[src/rtl/fetch_req_buffer.sv]
// fetch_req_buffer: queues fetch requests, serialises them to instruction memory
// (one outstanding access) and returns instructions to the wavepool with completion acks.
module fetch_req_buffer #(
  parameter int DEPTH  = 4,
  parameter int ADDR_W = 32,
  parameter int TAG_W  = 39
) (
  input  logic              clk,
  input  logic              rst,
  input  logic              buff_rd_en,
  input  logic [ADDR_W-1:0] buff_addr,
  input  logic [TAG_W-1:0]  buff_tag,
  output logic              buff_ack,
  input  logic              flush_en,
  input  logic [5:0]        flush_wfid,
  output logic              mem_req,
  output logic [ADDR_W-1:0] mem_addr,
  input  logic              mem_gnt,
  input  logic              mem_rsp_valid,
  input  logic [31:0]       mem_rsp_data,
  output logic              fetchwave_ack,
  output logic [5:0]        fetch_wfid,
  output logic [31:0]       fetch_pc,
  output logic [31:0]       fetch_instr,
  output logic              fetch_first,
  output logic              overflow_err
);
  localparam int PW = $clog2(DEPTH);
  typedef enum logic [1:0] {IDLE, REQ, WAIT} state_t;
  state_t state, state_nx;
  logic [ADDR_W-1:0] fifo_addr [DEPTH];
  logic [TAG_W-1:0]  fifo_tag [DEPTH];
  logic [DEPTH-1:0]  fifo_kill;
  logic [PW-1:0]     head, tail;
  logic [PW:0]       count;
  logic [TAG_W-1:0]  hold_tag;
  logic              hold_kill;
  logic              empty, full, avail, pop, push, done, load, hold_hit, deliver, src_kill;
  logic [ADDR_W-1:0] src_addr;
  logic [TAG_W-1:0]  src_tag;
  // The head entry stays queued until granted; an empty queue bypasses the incoming request.
  always_comb begin
    empty    = count == '0;
    full     = count == (PW+1)'(DEPTH);
    avail    = !empty || buff_rd_en;
    pop      = state == REQ && mem_gnt;
    push     = buff_rd_en && (!full || pop);
    done     = state == WAIT && mem_rsp_valid;
    load     = (state == IDLE || done) && avail;
    src_addr = empty ? buff_addr : fifo_addr[head];
    src_tag  = empty ? buff_tag : fifo_tag[head];
    src_kill = !empty && (fifo_kill[head] || (flush_en && fifo_tag[head][37:32] == flush_wfid));
    hold_hit = flush_en && hold_tag[37:32] == flush_wfid;
    deliver  = done && !hold_kill && !hold_hit;
  end
  always_comb begin
    state_nx = state == IDLE ? (avail ? REQ : IDLE) :
               state == REQ  ? (mem_gnt ? WAIT : REQ) :
               mem_rsp_valid ? (avail ? REQ : IDLE) : WAIT;
  end
  always_ff @(posedge clk or posedge rst)
    if (rst) state <= IDLE;
    else state <= state_nx;
  always_ff @(posedge clk)
    if (push) begin
      fifo_addr[tail] <= buff_addr;
      fifo_tag[tail]  <= buff_tag;
    end
  always_ff @(posedge clk or posedge rst)
    if (rst) begin
      head         <= '0;
      tail         <= '0;
      count        <= '0;
      fifo_kill    <= '0;
      overflow_err <= 1'b0;
    end else begin
      for (int i = 0; i < DEPTH; i++)
        if (flush_en && fifo_tag[i][37:32] == flush_wfid) fifo_kill[i] <= 1'b1;
      if (push) begin
        fifo_kill[tail] <= 1'b0;
        tail            <= tail + PW'(1);
      end
      if (pop) head <= head + PW'(1);
      count <= count + (PW+1)'(push) - (PW+1)'(pop);
      if (buff_rd_en && !push) overflow_err <= 1'b1;
    end
  always_ff @(posedge clk or posedge rst)
    if (rst) begin
      mem_req       <= 1'b0;
      mem_addr      <= '0;
      hold_tag      <= '0;
      hold_kill     <= 1'b0;
      buff_ack      <= 1'b0;
      fetchwave_ack <= 1'b0;
      fetch_wfid    <= '0;
      fetch_pc      <= '0;
      fetch_instr   <= '0;
      fetch_first   <= 1'b0;
    end else begin
      mem_req       <= state_nx == REQ;
      mem_addr      <= load ? src_addr : mem_addr;
      hold_tag      <= load ? src_tag : hold_tag;
      hold_kill     <= load ? src_kill : hold_kill || hold_hit;
      buff_ack      <= done;
      fetchwave_ack <= deliver;
      if (deliver) begin
        fetch_wfid  <= hold_tag[37:32];
        fetch_pc    <= hold_tag[31:0];
        fetch_instr <= mem_rsp_data;
        fetch_first <= hold_tag[TAG_W-1];
      end
    end
endmodule

[config.mk]
export PLATFORM = sky130hd
export DESIGN_NAME = fetch_req_buffer
export DESIGN_NICKNAME = d
export VERILOG_FILES = /design/src/rtl/fetch_req_buffer.sv
export SDC_FILE = /design/constraint.sdc
export NUM_CORES = 1
export LEC_CHECK = 0
export CAP_MARGIN = 20
export CORE_ASPECT_RATIO = 0.7
export CORE_MARGIN = 3
export CORE_UTILIZATION = 40
export DETAILED_ROUTE_END_ITERATION = 10
export PLACE_DENSITY = 0.71
export SYNTH_ARGS = -nofsm -noshare
export SYNTH_HDL_FRONTEND = slang
export SYNTH_SLANG_ARGS = --single-unit
export TNS_END_PERCENT = 20
[constraint.sdc]
create_clock -name clk -period 13.3 [get_ports clk]
set_input_delay 2.66 -clock clk [delete_from_list [all_inputs] [get_ports clk]]
set_output_delay 2.66 -clock clk [all_outputs]
set_load 0.05 [all_outputs]
==> out/qor.yml <==
grt:
  gr-total-overflow: 0
  grtUsageMet1_pct: 23.5
  grt_pass1_wl_mm: 58.0
  gr-usage-all-layers_pct: 16.2
  first_global_vias: 9895
  grt_max_degree: 110
  antenna_found_initial: 2
  grt_util_met2_pct: 25.6
  busiest_layer: "met2"
  grtUsageMet3_pct: 3.84
drt:
  drc: 0
  drt_pre_antenna_iters: 5
  first_iter_violations: 582
  wirelength_mm: 36.6
  viasPerCell: 5.03
  antenna_left: 0
  drt-wirelength-per-cell_um: 20.1
  vias: 9139
yosys:
  syn_nets: 1092
  syn_inst: 970
  synth-edff-count: 284
  yosysMostFrequentCell: "edfxtp_1"
  yosys.area.top_type: "edfxtp_1"
  syn-cell-area_um2: 17400
  synth_top_area_share_pct: 49.1
  ys.flop_type: "edfxtp_1"
  yosys_warnings: 0
  ys_types: 34
  synth.area.top_cells: "edfxtp_1, dfrtp_1, mux4_2"
  synthTopCellsByCount: "edfxtp_1, dfrtp_1, nand2_1"
  syn_avg_cell_area_um2: 17.9
  yosys_register_bits: 444
  seq_area_frac_synth_pct: 72.1
  async_reset_ff_share_pct: 36.0
clocking:
  holdBufCountCts: 0
  cts-buffers-inserted: 45
  ctsResizeCount: 0
  cts_root_buffer: "clkbuf_16"
  clk_pin_slew_worst_paths_ns: 0.06
  cts_num_sinks: 444
  insertion_delay_ns: 0.54
  cts_tree: "yes"
  htreeDepth: 2
  cts_buffer_depth: 3
  cts_setup_buffers: 0
cells_and_area:
  syn_to_final_growth_pct: 25.4
  final_area_um2: 21800
  finalNonFillerCells: 1817
  fin_nets: 1317
  diodes: 0
  drive_gt1_share_pct: 18.9
critical_path:
  cp.required_ns: 13.47
  r2r_slack_ns: 10.15
  critPathCaptureType: "flip-flop"
  cp.arrival_ns: 4.97
  rr_startpoint: "count[2]$_DFF_PP0_"
  crit_type: "in -> reg"
  cp-start-kind: "input pin"
  cp-startpoint: "mem_gnt"
  cp_max_fo: 46
place:
  place_congestion: 0.724
  place_area_um2: 20200
  dpl.hpwl_mm: 22.6
  place_ws_ns: 7.90
  placed_cells: 1733
  numPortBuffers: 221
sta:
  max_slew_margin_pct: 30.0
  setup_tns_ns: 0
  min_period_ns: 4.80
  fin_skew_ns: 0.0175
  slew_viol_final: 0
  hold_viol: 0
  finalWorstSetupSlack_ns: 8.50
  tightest_slew_ns: 1.05
  rsz0062_at_grt: "no"
  clock.fmax_ghz: 0.208
  period_share_pct: 36.1
  setup_viol: 0
min_path:
  min_from: "hold_tag[17]$_DFFE_PP0P_"
  min_path_type: "reg -> reg"
power_and_ir_drop:
  ir_drop_mv: 0.190
  p_per_area_nw_per_um2: 252
  total_power_w: 0.00550
  leakage_nw: 8.26
floorplanning:
  die_area_um2: 46000
  core_area_um2: 42600
  num_rows: 63
  io_pins: 222
  die_w_um: 255
  initial_core_util_pct: 40.8
  die_h_um: 180
flow_run:
  timing.max_cap.violations: 0
run_status:
  status: "complete, no violations"
-- critical path, stage by stage --
cell and delay, ns:
clkdlybuf4s50_1 0.49, inv_1 0.05, or2_2 0.34, nand3_1 0.19, and3_4 0.51, buf_4 0.70
-- placed cells by master (no fill, tap or decap), types with 6 or more instances in the layout --
cell / count
clkdlybuf4s50_1: 221
dfrtp_1: 158
mux2_2: 69
mux4_2: 70
o21ai_0: 71
inv_1: 8
clkbuf_1: 13
xor2_1: 19
mux2i_1: 73
buf_4: 12
xnor2_1: 24
ha_1: 6
bufinv_16: 8
nand2_1: 74
clkbuf_16: 49
nor2_1: 12
edfxtp_1: 284
-- layer usage --
layer / share of wire [%] / wire length, um
met5: 0.093 / 34
met4: 0.85 / 310
met3: 6.4 / 2330
met2: 47 / 17100
met1: 46 / 16800
-- power breakdown --
group | internal, W | leakage (nW) | total (W) | switching (W)
Clock | 0.000844 | 0.781 | 0.00137 | 0.000521
Sequential | 0.00191 | 4.57 | 0.00212 | 0.000217
Combinational | 0.000807 | 2.91 | 0.00201 | 0.00120
Total | 0.00356 | 8.26 | 0.00550 | 0.00194
-- final timing paths --
check,to,cells after the start
worst min register to register,hold_tag[17]$_DFFE_PP0P_,2
min in group asynchronous,fetch_instr[13]$_DFFE_PP0P_,2
worst min-delay path,hold_tag[17]$_DFFE_PP0P_,2
max in group asynchronous,mem_addr[28]$_DFFE_PP0P_,4
worst max-delay path,fifo_tag[1][6]$_DFFE_PP_,6
worst max register to register,hold_kill$_DFF_PP0_,6
-- kinds of logic after synthesis --
family,synth area share (%)
buffers and inverters,1.86
DFF,72.1
muxes,17.9
and+or+nand+nor,2.92
xor gates and xnor gates,2.17
adders and majority gates,0.547
AOI/OAI and AO/OA,2.48
-- sequential cells by signal, summed over array words and instances (netlist names), 2 cells and up --
| register | flops |
|---|---|
| fifo_addr | 128 |
| head | 2 |
| fetch_instr | 32 |
| tail | 2 |
| count | 3 |
| fifo_tag | 156 |
| fifo_kill | 4 |
| hold_tag | 39 |
| state | 2 |
| fetch_pc | 32 |
| fetch_wfid | 6 |
| mem_addr | 32 |
-- area by class of cell --
class / instances / area (um^2)
Fill cell: 3483 / 20800
Sequential cell: 444 / 12500
Multi-Input combinational cell: 462 / 4560
Timing Repair Buffer: 233 / 2300
Clock buffer: 64 / 1300
Tap cell: 585 / 732
Clock inverter: 20 / 329
Inverter: 9 / 38.8
-- through the flow --
| stage | util [%] | hold slack, ns |
|---|---|---|
| 3_5_place_dp | 47.3 | 0.468 |
| 5_1_grt | 51.1 | 0.495 |
| 4_1_cts | 51.1 | 0.481 |
| 2_1_floorplan | - | 0.444 |
| 6_report | 51.1 | 0.478 |
| 3_3_place_gp | 47.3 | 0.460 |
Note: power is estimated with default switching activity, not from simulation.
